## config.mk

```make
export PLATFORM = sky130hd
export DESIGN_NAME = odd_parity_gen_flat
export DESIGN_NICKNAME = d
export VERILOG_FILES = /design/src/rtl/odd_parity_gen_if.sv /design/src/rtl/odd_parity_gen.sv /design/src/flat_wrapper.sv
export SDC_FILE = /design/constraint.sdc
export NUM_CORES = 1
export LEC_CHECK = 0
export CAP_MARGIN = 20
export CORE_ASPECT_RATIO = 1.4
export CORE_UTILIZATION = 49
export CTS_BUF_LIST = sky130_fd_sc_hd__clkbuf_2
export CTS_CLUSTER_DIAMETER = 150
export CTS_CLUSTER_SIZE = 14
export DETAILED_ROUTE_END_ITERATION = 16
export PLACE_DENSITY = 0.85
export SYNTH_ARGS = -nofsm -noshare
export SYNTH_HDL_FRONTEND = slang
export SYNTH_SLANG_ARGS = --single-unit
```

## constraint.sdc

```tcl
create_clock -name clk -period 2.2 [get_ports clk]
set_input_delay 0.33 -clock clk [delete_from_list [all_inputs] [get_ports clk]]
set_output_delay 0.33 -clock clk [all_outputs]
set_load 0.005 [all_outputs]
```

## src/rtl/odd_parity_gen_if.sv

```systemverilog
// Bundle for the odd-parity generator: word, qualifiers and
// parity/check results.
interface odd_parity_gen_if #(
   parameter int DATA_W = 3,
   parameter int CNT_W  = 16
);
   logic [DATA_W-1:0] data;
   logic              in_valid;
   logic              chk_en;
   logic              rx_par;
   logic              clr_cnt;
   logic              odd_p;
   logic              odd_p_q;
   logic              out_valid;
   logic              par_err;
   logic [CNT_W-1:0]  err_cnt;

   modport master (
      output data, in_valid, chk_en, rx_par, clr_cnt,
      input  odd_p, odd_p_q, out_valid, par_err, err_cnt
   );

   modport slave (
      input  data, in_valid, chk_en, rx_par, clr_cnt,
      output odd_p, odd_p_q, out_valid, par_err, err_cnt
   );
endinterface

```

## src/rtl/odd_parity_gen.sv

```systemverilog
// Odd-parity generator with registered, valid-qualified result
// and receive-side check feeding a saturating error counter.
module odd_parity_gen #(
   parameter int DATA_W = 3,
   parameter int CNT_W  = 16
) (
   input logic             clk,
   input logic             rst,
   odd_parity_gen_if.slave bus
);
   localparam logic [CNT_W-1:0] CNT_MAX = '1;

   logic             odd_p;
   logic             mismatch;
   logic             accept_err;
   logic             odd_p_q;
   logic             out_valid;
   logic             par_err;
   logic [CNT_W-1:0] err_cnt;

   // XNOR-reduce: word plus parity bit always holds an odd number of ones
   assign odd_p      = ~^bus.data;
   assign mismatch   = bus.chk_en & (bus.rx_par != odd_p);
   assign accept_err = bus.in_valid & mismatch;

   always_ff @(posedge clk or posedge rst) begin
      if (rst) begin
         odd_p_q   <= 1'b0;
         out_valid <= 1'b0;
         par_err   <= 1'b0;
      end else begin
         out_valid <= bus.in_valid;
         par_err   <= accept_err;
         if (bus.in_valid) odd_p_q <= odd_p;
      end
   end

   // Clear wins over a simultaneous error; count sticks at all-ones
   always_ff @(posedge clk or posedge rst) begin
      if (rst) begin
         err_cnt <= '0;
      end else if (bus.clr_cnt) begin
         err_cnt <= '0;
      end else if (accept_err && err_cnt != CNT_MAX) begin
         err_cnt <= err_cnt + CNT_W'(1);
      end
   end

   assign bus.odd_p     = odd_p;
   assign bus.odd_p_q   = odd_p_q;
   assign bus.out_valid = out_valid;
   assign bus.par_err   = par_err;
   assign bus.err_cnt   = err_cnt;
endmodule

```

## src/flat_wrapper.sv

```systemverilog
// flat-port wrapper written by rule: the top's interface ports become plain ports
module odd_parity_gen_flat 
#(
   parameter int DATA_W = 3,
   parameter int CNT_W  = 16
)
  (clk, rst, bus_data, bus_in_valid, bus_chk_en, bus_rx_par, bus_clr_cnt, bus_odd_p, bus_odd_p_q, bus_out_valid, bus_par_err, bus_err_cnt);
  odd_parity_gen_if #(.DATA_W(DATA_W), .CNT_W(CNT_W)) bus_i ();
  input logic clk;
  input logic rst;
  input wire logic [$bits(bus_i.data)-1:0] bus_data;
  input wire logic [$bits(bus_i.in_valid)-1:0] bus_in_valid;
  input wire logic [$bits(bus_i.chk_en)-1:0] bus_chk_en;
  input wire logic [$bits(bus_i.rx_par)-1:0] bus_rx_par;
  input wire logic [$bits(bus_i.clr_cnt)-1:0] bus_clr_cnt;
  output wire logic [$bits(bus_i.odd_p)-1:0] bus_odd_p;
  output wire logic [$bits(bus_i.odd_p_q)-1:0] bus_odd_p_q;
  output wire logic [$bits(bus_i.out_valid)-1:0] bus_out_valid;
  output wire logic [$bits(bus_i.par_err)-1:0] bus_par_err;
  output wire logic [$bits(bus_i.err_cnt)-1:0] bus_err_cnt;
  assign bus_i.data = bus_data;
  assign bus_i.in_valid = bus_in_valid;
  assign bus_i.chk_en = bus_chk_en;
  assign bus_i.rx_par = bus_rx_par;
  assign bus_i.clr_cnt = bus_clr_cnt;
  assign bus_odd_p = bus_i.odd_p;
  assign bus_odd_p_q = bus_i.odd_p_q;
  assign bus_out_valid = bus_i.out_valid;
  assign bus_par_err = bus_i.par_err;
  assign bus_err_cnt = bus_i.err_cnt;
  odd_parity_gen #(.DATA_W(DATA_W), .CNT_W(CNT_W)) u_core (.clk(clk), .rst(rst), .bus(bus_i));
endmodule
```

# ---- Word-level counts from Yosys, hierarchy flattened
# Cells that the tools add are included.
dict set report word_totals {
  reg_bits 19
  latch_bits 0
  ram_bits 0
  romBits 0
  in_bits 9
  out_inout_bits 20
  elab_cells 14
  n_memories 0
}
dict set report op_classes {
  add_sub_neg 1
  mul 0
  div 0
  magnitude_cmp 0
  n_eq_ne 2
  shifts 0
  muxes 2
  n_bitwise 2
  reduce_logical 3
}
# op n
set ops {}
lappend ops {{$mux W16} 2}
lappend ops {{$add A16 B1 Y16 const B} 1}
lappend ops {{$ne A16 B16 Y1 const B} 1}
lappend ops {{$reduce_xnor A3 Y1} 1}
lappend ops {{$and A1 B1 Y1} 2}
lappend ops {{$reduce_bool A2 Y1} 1}
lappend ops {{$logic_and A1 B1 Y1} 1}
lappend ops {{$ne A1 B1 Y1} 1}

# ---- Depth between registers and ports, before layout
# Gate-level depths: netlist of run 1.
dict set report logic_depth {
  word_depth 7
  ltp_mapped 6
  mapped_depth_nobuf 6
}

# ---- Worst setup path after synthesis of run 1
# No wires, ideal clock.
dict set report synth_timing {
  path_type {reg2reg}
  from {reg u_core.err_cnt[2] (netlist: u_core.bus.err_cnt[2])}
  to {reg u_core.err_cnt[15] (netlist: u_core.bus.err_cnt[15])}
  setup_time_ns 0.134
  arrival_ns 1.794
  required_ns 2.066
  setup_slack_ns 0.272
  stages_incl_launch_ff 6
  n_path_buf 0
  synth_period_minus_slack_ns 1.928
  path_cell_list {dfrtp_1 > nand4_2 > or4_4 > or4_4 > nor3_2 > a211oi_2}
}
dict set report synth_via {
  elab_chain_cells 3
  word_cells_on_any_way 6
  cone_classes {add/sub: 1; eq/ne: 1; mux: 2; reduce/logical: 2}
}
# element line
set synth_rtl {}
lappend synth_rtl {{start: declaration} odd_parity_gen.sv:19} ;# logic [CNT_W-1:0] err_cnt;
lappend synth_rtl {{start signal: assignment} odd_parity_gen.sv:45} ;# err_cnt <= err_cnt + CNT_W'(1);
lappend synth_rtl {{$add A16 B1 Y16 or $ne A16 B16 Y1 (tied branches)} {odd_parity_gen.sv:45, odd_parity_gen.sv:44}}
lappend synth_rtl {{$mux W16 or $logic_and A1 B1 Y1 (tied branches)} odd_parity_gen.sv:44} ;# end else if (accept_err && err_cnt != CNT_MAX) begin
lappend synth_rtl {{$mux W16 or $reduce_bool A2 Y1 (tied branches)} -}
# Parallel ways exist; a longest one is shown, timed or not. The select of a mux whose other input is x is not followed.
# A chain may end at the register's enable or synchronous reset.

# ---- Final worst setup path of run 1
dict set report layout_timing {
  from {in bus_data[1]}
  to {out bus_odd_p}
}
dict set report layout_via {
  elab_chain_cells 1
}
# element line
set layout_rtl {}
lappend layout_rtl {{start: declaration} flat_wrapper.sv:11} ;# input wire logic [$bits(bus_i.data)-1:0] bus_data;
lappend layout_rtl {{$reduce_xnor A3 Y1} odd_parity_gen.sv:22} ;# assign odd_p = ~^bus.data;
lappend layout_rtl {{end: declaration} flat_wrapper.sv:16} ;# output wire logic [$bits(bus_i.odd_p)-1:0] bus_odd_p;
# No other way between the ends.

==> results of run 1 <==
## final timing paths
check | from | to | slack [ns] | cells after the start
min reg2reg | u_core.bus.odd_p_q | u_core.bus.odd_p_q | 0.55 | 1
max | bus_data[1] | bus_odd_p | 0.08 | 4
min | rst | u_core.bus.err_cnt[11] | 0.36 | 2
max reg2reg | u_core.bus.err_cnt[0] | u_core.bus.err_cnt[5] | 0.16 | 5
min in group clk | u_core.bus.odd_p_q | u_core.bus.odd_p_q | 0.55 | 1
max in group asynchronous | rst | u_core.bus.par_err | 1.39 | 2
## kinds of logic (layout without fill, tap and decap cells)
| group | after synthesis | count (layout) | synth area share (%) |
|---|---|---|---|
| and+or+nand+nor | 60 | 60 | 33.1 |
| buffers and inverters | 8 | 45 | 3.02 |
| muxes | 3 | 3 | 3.02 |
| AOI/OAI and AO/OA | 8 | 8 | 5.34 |
| xor gates and xnor gates | 11 | 11 | 10.3 |
| adders and majority gates | 1 | 1 | 1.16 |
| DFF | 19 | 19 | 44.1 |
## synth_stat cells
| master | count |
|---|---|
| and2_1 | 1 |
| or3b_1 | 1 |
| a311oi_1 | 1 |
| xnor2_1 | 8 |
| a21oi_1 | 2 |
| buf_2 | 2 |
| clkbuf_1 | 1 |
| nor3_2 | 1 |
| buf_1 | 1 |
| inv_1 | 4 |
| or4_4 | 2 |
| mux2_2 | 2 |
| nand4_1 | 6 |
| nand2_1 | 7 |
| and4_2 | 1 |
| a211oi_2 | 1 |
| nand4_2 | 2 |
| o21ai_0 | 2 |
| mux2i_1 | 1 |
| nor4_1 | 8 |
| nand3_1 | 5 |
| a21o_1 | 1 |
| nor2_1 | 14 |
| dfrtp_1 | 19 |
| xnor3_2 | 1 |
| nor2b_1 | 2 |
| ha_1 | 1 |
| nor3_1 | 2 |
| and4_1 | 2 |
| or3_1 | 3 |
| or4_1 | 2 |
| nor4b_1 | 1 |
| o41ai_1 | 1 |
| xor2_1 | 2 |
## critical path, delay by kind of cell
| kind | cells | cell delay [ns] |
|---|---|---|
| buffers and inverters | 3 | 1.04 |
| xor gates and xnor gates | 1 | 0.42 |
## flip-flops by register name (all words and copies together) (netlist names)
| signal | count |
|---|---|
| u_core.bus.err_cnt | 16 |
| u_core.bus.odd_p_q | 1 |
| u_core.bus.out_valid | 1 |
| u_core.bus.par_err | 1 |
## report_power, final
part | internal, mW | switching (mW) | total, mW | leakage, nW
registers | 0.358 | 0.00645 | 0.364 | 0.260
clock network | 0.0480 | 0.116 | 0.164 | 0.0166
logic | 0.0602 | 0.0464 | 0.107 | 0.306
total | 0.466 | 0.169 | 0.634 | 0.583
## final cells by class
cell class / count / area share (%)
multi-input cells: 83 / 39.2
flip-flops and latches: 19 / 32.7
repair buffers: 37 / 23.9
well taps: 21 / 1.81
clock buffers: 4 / 1.38
inverters: 4 / 1.03
## per-layer routing
metal  vias up  wire [um]
li1        481          -
met1       487       1030
met2        43       1300
met3         7        158
met4         0         63
met5         -          0
==> qor.txt, run 1 <==
# IOs: 29
largest net degree at the start of global routing: 20
syn nets: 120
CP arrival: 1.79 ns
outcome: completed
GRT Util Overall: 23.5%
Max Freq: 473 MHz
kind of critical path: in -> out
CP endpoint kind: primary output
register area: 475 um2
register area share after synthesis: 44.1%
RSZ-0062 raised after global routing: false
detailed placer's ending HPWL: 1.93 mm
Hold WC Path Type: in -> async
placer congestion estimate: 0.923
Fin Hold WS: 0.364 ns
area grow syn2layout: 34.9%
GRT overflow: 0
postcts setup bufs: 0
# fillers: 154
Multi-input gate area: 571 um2
Die X: 41.7 um
worst path cell trace: clkdlybuf4s50_1 -> xnor3_2 -> buf_4 -> clkdlybuf4s50_1
total power: 0.634 mW
CTS Hold Buffers Added: 0
Final Non-Filler Cells: 168
setup ws final: 0.0841 ns
Yosys top cell by area: dfrtp_1
vias in the first global route: 962
commonest non-fill, non-tap cells in the layout: clkdlybuf4s50_1, dfrtp_1, nor2_1, buf_4
Final Hold Fails: 0
worst-margin pin slew: 0.705 ns
met2 Use GR: 40.0%
vias per cell: 6.06
Mapped Area: 1080 um2
slew margin rel.: 53.0%
Worst path slowest cell: clkdlybuf4s50_1
Core Util, Final: 72.0%
drt drc: 0
nets: 158
Slew Limit Fails: 0
remaining antenna violation count: 0
initial antenna violation count: 0
Routed Wire Length: 2.55 mm
PortBufs: 28
pre-CTS setup slack: -0.235 ns
Worst Setup Start Kind: input port
row cnt: 19
Iteration-0 DRC Markers: 40
Max VDD drop: 0.000343 V
CTS tree: built
global-route wire length before repair: 4.26 mm
worst stage delay on the critical path: 0.46 ns
Clock Sinks: 19
M1 GR Usage: 27.6%
CTS Buf Count: 3
Yosys top cell area share: 44.1%
Root Driver: clkbuf_2
MaxCap Viol Count: 0
Critical Path Fanout Max: 2
Worst-Skew Late Latency: 0.34 ns
Die Y: 57.5 um
worst path required time: 1.87 ns
H-Tree Depth: 1
clock transition time at the flip-flop clock pins of the worst setup and hold paths: 0.18 ns
final setup vio count: 0
GRT met3 Usage: 5.38%
drt pass-1 iters: 4
most used cell, CP: clkdlybuf4s50_1
setup TNS: 0 ns
P_leak: 0.583 nW
Clock Skews: 0.00994 ns
Seq cells post-synth: 19
layout cells sized above 1: 15.6%
placed inst area: 1440 um2
Avg Inst Size Synth: 9.80 um2
post-synthesis cell type count: 34
Tcrit/Tclk final: 96.2%
Ys Warns: 0
Power per Cell Area: 436 nW/um2
area of the die: 2400 um2
Tmin final: 2.12 ns
Synth area leaders: dfrtp_1, xnor2_1, nor2_1
cts repair resizes: 0
Most Crowded Layer GR: met2
per-cell routed wire length: 15.2 um
most common cell after layout, fill and taps aside: clkdlybuf4s50_1
Initial Utilization: 53.4%
fin area: 1460 um2
ant diodes: 0
Max Root-Sink Buffers: 2
Placed Cells: 164
Core Box Area: 2020 um2
total number of vias: 1018
Cells after Synth: 110
Note: power is estimated with default switching activity, not from simulation.
==> inputs of run 2 (changes only) <==
--- a/config.mk
+++ b/config.mk
@@ -7,6 +7,7 @@
 export LEC_CHECK = 0
 export CAP_MARGIN = 20
 export CORE_ASPECT_RATIO = 1.4
+export CORE_MARGIN = 4
 export CORE_UTILIZATION = 49
 export CTS_BUF_LIST = sky130_fd_sc_hd__clkbuf_2
 export CTS_CLUSTER_DIAMETER = 150
==> qor.txt, run 2 (same netlist as run 1, synthesis figures left out) <==
outcome: completed
Placed Cells: 165 (+0.61%)
worst-margin pin slew: 0.720 ns (+0.0157 ns)
cell family with most CP delay: buffers and inverters
area of the die: 3030 um2 (+26%)
Max Freq: 470 MHz (-0.48%)
H-Tree Depth: 1 (unchanged)
worst path required time: 1.87 ns (about the same)
Worst path slowest cell: clkdlybuf4s50_1
worst path cell trace: clkdlybuf4s50_1 -> xnor3_2 -> buf_4 -> clkdlybuf4s50_1
area grow syn2layout: 35.8%
PortBufs: 28 (unchanged)
remaining antenna violation count: 0 (unchanged)
Worst-Skew Late Latency: 0.33 ns (about the same)
vias in the first global route: 1010 (+5.0%)
Max VDD drop: 0.000367 V (+7.1%)
placer congestion estimate: 0.838 (-9.2%)
largest net degree at the start of global routing: 20 (unchanged)
placed inst area: 1440 um2 (+0.52%)
Slew Limit Fails: 0 (unchanged)
Root Driver: clkbuf_2
setup ws final: 0.0740 ns (-0.0101 ns)
total number of vias: 1029 (+1.1%)
nets: 159 (+0.63%)
worst stage delay on the critical path: 0.46 ns (about the same)
slew margin rel.: 51.9% (-1.0 points)
GRT overflow: 0 (unchanged)
Clock Power Share: 25.8% (about the same)
Die X: 47.7 um (+14%)
Hold WC Path Type: in -> async
# fillers: 154 (unchanged)
fin area: 1470 um2 (+0.69%)
Die Y: 63.5 um (+10%)
WP buf/inv: 3 (unchanged)
pre-CTS setup slack: -0.260 ns (-0.0251 ns)
kind of critical path: in -> out
GRT Util Overall: 19.7% (-3.8 points)
detailed placer's ending HPWL: 2.09 mm (+8.4%)
CTS Hold Buffers Added: 0 (unchanged)
global-route wire length before repair: 4.41 mm (+3.6%)
cts repair resizes: 0 (unchanged)
Switching Fraction: 27.7% (+1.1 points)
ant diodes: 0 (unchanged)
commonest non-fill, non-tap cells in the layout: clkdlybuf4s50_1, dfrtp_1, nor2_1, buf_4
part of the power in registers: 56.5% (-0.9 points)
initial antenna violation count: 0 (unchanged)
Critical Path Fanout Max: 2 (unchanged)
Clock Sinks: 19 (unchanged)
vias per cell: 6.09 (+0.48%)
per-cell routed wire length: 16.3 um (+7.4%)
Initial Utilization: 53.4% (unchanged)
CP endpoint kind: primary output
layout cells sized above 1: 16.2% (+0.57 points)
drt pass-1 iters: 4 (unchanged)
Tmin final: 2.13 ns (+0.0101 ns)
Max Root-Sink Buffers: 2 (unchanged)
Routed Wire Length: 2.76 mm (+8.1%)
final setup vio count: 0 (unchanged)
Gate power share: 17.7% (+0.9 points)
P_leak: 0.583 nW (+0.14%)
Worst Setup Start Kind: input port
Core Box Area: 2020 um2 (unchanged)
clock transition time at the flip-flop clock pins of the worst setup and hold paths: 0.21 ns (+0.03 ns)
# IOs: 29 (unchanged)
Final Hold Fails: 0 (unchanged)
largest register by flop count: u_core.bus.err_cnt
Power per Cell Area: 437 nW/um2 (+0.22%)
Iteration-0 DRC Markers: 52 (+30%)
CTS Buf Count: 3 (unchanged)
register area: 475 um2 (unchanged)
CP arrival: 1.80 ns (about the same)
Internal Power: 0.463 mW (-0.61%)
row cnt: 19 (unchanged)
MaxCap Viol Count: 0 (unchanged)
most common cell after layout, fill and taps aside: clkdlybuf4s50_1
Multi-input gate area: 571 um2 (unchanged)
most used cell, CP: clkdlybuf4s50_1
max FFs per register: 16 (unchanged)
drt drc: 0 (unchanged)
RSZ-0062 raised after global routing: false
Clock Skews: 0.0137 ns (+0.00377 ns)
Final Non-Filler Cells: 169 (+0.60%)
Tcrit/Tclk final: 96.6% (+0.46 points)
P_sw: 0.177 mW (+5.1%)
CTS tree: built
## run 2: cell count changes in the layout (fill, tap and decap cells not counted)
cell,change
clkinvlp_4,+1
clkbuf_2,-1
buf_4,+1
## run 2: per-stage QoR
| step | hold WS, ns | utilization (%) | TNS [ns] | power, mW |
|---|---|---|---|---|
| after floorplan | 0.281 | - | 0 | 0.414 |
| after global placement | 0.494 | 71.4 | -1.15 | 0.477 |
| after detailed placement | 0.504 | 71.4 | -2.34 | 0.482 |
| after CTS | 0.406 | 72.5 | 0 | 0.642 |
| after global routing | 0.422 | 72.5 | 0 | 0.674 |
| final | 0.372 | 72.5 | 0 | 0.640 |
## run 2: what timing repair did
item | CTS | global route
setup buffers | 0 | 0
endpoints found under the hold margin | 0 | 0
setup endpoints to repair | 0 | 2
## run 2: cell type report
| class | count | share of cell area [%] |
|---|---|---|
| clock buffer | 3 | 1.02 |
| timing repair buffer | 38 | 24.3 |
| sequential | 19 | 32.5 |
| inverter | 4 | 1.02 |
| clock inverter | 1 | 0.512 |
| multi-input combinational | 83 | 38.9 |
| tap | 21 | 1.79 |
## run 2: per-layer routing
layer / part of all wire (%) / vias to the layer above / track usage [%]
li1: - / 485 / -
met1: 38 / 481 / 22.9
met2: 52 / 54 / 32.2
met3: 7.4 / 9 / 3.99
met4: 2.2 / 0 / 10.1
met5: 0 / - / 0
## run 2: worst paths after layout
| kind | start | endpoint | slack [ns] | cells after the start |
|---|---|---|---|---|
| min | rst | u_core.bus.err_cnt[12] | 0.37 | 2 |
| max | bus_data[2] | bus_odd_p | 0.07 | 4 |
| min reg2reg | u_core.bus.odd_p_q | u_core.bus.odd_p_q | 0.54 | 1 |
| min in group clk | u_core.bus.odd_p_q | u_core.bus.odd_p_q | 0.54 | 1 |
| max in group asynchronous | rst | u_core.bus.err_cnt[4] | 1.37 | 2 |
| max reg2reg | u_core.bus.err_cnt[1] | u_core.bus.err_cnt[1] | 0.08 | 6 |
## run 2: power groups by stage
stage | Combinational (mW) | Sequential [mW] | Clock, mW
floorplan | 0.0440 | 0.370 | 0
global placement | 0.110 | 0.368 | 0
detailed placement | 0.113 | 0.369 | 0
CTS | 0.114 | 0.362 | 0.166
global route | 0.123 | 0.364 | 0.188
finish | 0.113 | 0.362 | 0.165
==> inputs of run 3 (changes only) <==
--- a/config.mk
+++ b/config.mk
@@ -5,15 +5,17 @@
 export SDC_FILE = /design/constraint.sdc
 export NUM_CORES = 1
 export LEC_CHECK = 0
+export ABC_AREA = 1
 export CAP_MARGIN = 20
 export CORE_ASPECT_RATIO = 1.4
 export CORE_MARGIN = 4
-export CORE_UTILIZATION = 49
+export CORE_UTILIZATION = 50
 export CTS_BUF_LIST = sky130_fd_sc_hd__clkbuf_2
 export CTS_CLUSTER_DIAMETER = 150
 export CTS_CLUSTER_SIZE = 14
 export DETAILED_ROUTE_END_ITERATION = 16
-export PLACE_DENSITY = 0.85
+export PLACE_DENSITY = 0.83
 export SYNTH_ARGS = -nofsm -noshare
 export SYNTH_HDL_FRONTEND = slang
 export SYNTH_SLANG_ARGS = --single-unit
+export TNS_END_PERCENT = 20
==> qor.txt, run 3 <==
Tmin final: 2.06 ns (-0.0634 ns)
area grow syn2layout: 23.5%
Die X: 51.0 um (+7.1%)
Yosys top cell area share: 36.7% (-7.4 points)
global-route wire length before repair: 4.62 mm (+4.9%)
Final Hold Fails: 0 (unchanged)
final setup vio count: 0 (unchanged)
Iteration-0 DRC Markers: 33 (-37%)
Worst Setup Start Kind: input port
register area share after synthesis: 36.7% (-7.4 points)
outcome: completed
Ys Warns: 0 (unchanged)
drt drc: 0 (unchanged)
CP arrival: 1.73 ns (-0.07 ns)
postcts setup bufs: 0 (unchanged)
vias per cell: 5.15 (-15%)
Routed Wire Length: 2.68 mm (-2.8%)
Max Root-Sink Buffers: 2 (unchanged)
Core Box Area: 2440 um2 (+21%)
largest register by flop count: u_core.bus.err_cnt
syn nets: 184 (+53%)
Clock Skews: 0.00932 ns (-0.00439 ns)
GRT Util Overall: 17.3% (-2.4 points)
P_leak: 0.839 nW (+44%)
detailed placer's ending HPWL: 2.06 mm (-1.7%)
Critical path origin: bus_data[0]
MaxCap Viol Count: 0 (unchanged)
Avg Inst Size Synth: 7.45 um2 (-24%)
H-Tree Depth: 1 (unchanged)
vias in the first global route: 1158 (+15%)
worst-margin pin slew: 0.873 ns (+0.153 ns)
nets: 212 (+33%)
Reg-to-Reg Start: u_core.bus.err_cnt[0]
placer congestion estimate: 0.799 (-4.6%)
Most Crowded Layer GR: met2
most common cell after layout, fill and taps aside: nand2_1
initial antenna violation count: 0 (unchanged)
Hold WC Path Type: in -> async
remaining antenna violation count: 0 (unchanged)
Critical Path Fanout Max: 3 (+1)
Fin Hold WS: 0.394 ns (+0.0217 ns)
most common cell in the netlist: nand2_1
Post-synth EDFFs: 0 (unchanged)
PortBufs: 28 (unchanged)
row cnt: 21 (+2)
post-synthesis cell type count: 28 (-18%)
CTS Buf Count: 3 (unchanged)
top_reg_cell synth: dfrtp_1
CTS Hold Buffers Added: 0 (unchanged)
Power per Cell Area: 375 nW/um2 (-14%)
Initial Utilization: 53.0% (-0.33 points)
Synth top cells by count: nand2_1, nand3_1, inv_1
met2 Use GR: 32.6% (+0.37 points)
ys async rst share: 100% (unchanged)
largest net degree at the start of global routing: 32 (+60%)
M1 GR Usage: 18.9% (-3.9 points)
Cells after Synth: 174 (+58%)
Max Freq: 485 MHz (+3.1%)
kind of critical path: in -> out
GRT overflow: 0 (unchanged)
# IOs: 29 (unchanged)
Root Driver: clkbuf_2
Die Y: 68.2 um (+7.5%)
total number of vias: 1211 (+18%)
GRT met3 Usage: 2.40% (-1.6 points)
Tcrit/Tclk final: 93.8% (-2.9 points)
clock transition time at the flip-flop clock pins of the worst setup and hold paths: 0.19 ns (-0.02 ns)
Mapped Area: 1300 um2 (+20%)
RSZ-0062 raised after global routing: false
max FFs per register: 16 (unchanged)
CP endpoint kind: primary output
cts repair resizes: 0 (unchanged)
area of the die: 3480 um2 (+15%)
CTS tree: built
Max VDD drop: 0.000302 V (-18%)
layout cells sized above 1: 10.4% (-5.8 points)
Clock Sinks: 19 (unchanged)
drt pass-1 iters: 4 (unchanged)
Seq cells post-synth: 19 (unchanged)
per-cell routed wire length: 11.4 um (-30%)
commonest non-fill, non-tap cells in the layout: nand2_1, nand3_1, clkdlybuf4s50_1, inv_1, dfrtp_1
Worst-Skew Late Latency: 0.32 ns (about the same)
Synth area leaders: dfrtp_1, nand3_1, nand2_1
setup TNS: 0 ns (unchanged)
slew margin rel.: 41.7% (-10 points)
Yosys top cell by area: dfrtp_1
worst path required time: 1.87 ns (about the same)
ant diodes: 0 (unchanged)
Slew Limit Fails: 0 (unchanged)
run 3: final timing paths:
| check | end | slack [ns] | depth (start not counted) |
|---|---|---|---|
| worst max-delay path | bus_odd_p | 0.14 | 6 |
| worst min-delay path | u_core.bus.err_cnt[8] | 0.39 | 2 |
| worst max register to register | u_core.bus.err_cnt[3] | 0.53 | 9 |
| worst min register to register | u_core.bus.odd_p_q | 0.61 | 2 |
| max in group asynchronous | u_core.bus.err_cnt[14] | 1.35 | 2 |
| min in group clk | u_core.bus.out_valid | 0.51 | 1 |
run 3: worst max-delay path: stages:
cell and delay, ns:
clkdlybuf4s50_1 0.48, inv_1 0.04, nand2_1 0.07, nand3_1 0.15
nand2_2 0.14, clkdlybuf4s50_1 0.52
run 3: final cells by class:
cell class,instances,area [um2]
fillers,217,843
multi-input cells,124,683
flip-flops and latches,19,475
repair buffers,28,280
inverters,26,98.8
well taps,34,42.5
clock buffers,3,15.0
clock inverters,1,5.00
run 3: cell families after synthesis:
group                      count (synthesis)  synth area share (%)
and+or+nand+nor                          108                  42.5
buffers and inverters                     31                  10.6
DFF                                       19                  36.7
xor gates and xnor gates                  11                  7.43
AOI/OAI and AO/OA                          4                  1.83
adders and majority gates                  1                 0.965
run 3: power by group:
group,switching (mW),internal [mW]
clock network,0.113,0.0412
logic,0.0504,0.0374
registers,0.00389,0.355
run 3: stage by stage:
stage | power, mW | util, % | cells | area (um2) | worst slack, ns
after floorplan | 0.418 | - | 174 | 1300 | 0.685
after global placement | 0.451 | 64.7 | 231 | 1580 | 0.205
after detailed placement | 0.454 | 64.7 | 231 | 1580 | 0.127
after CTS | 0.603 | 65.5 | 235 | 1600 | 0.129
after global routing | 0.631 | 65.5 | 235 | 1600 | 0.0567
final | 0.601 | 65.5 | 235 | 1600 | 0.137
run 3: routing by layer:
metal	up-vias	share of wire (%)
li1	602	-
met1	566	41
met2	39	52
met3	4	5.8
met4	0	0.89
met5	-	0
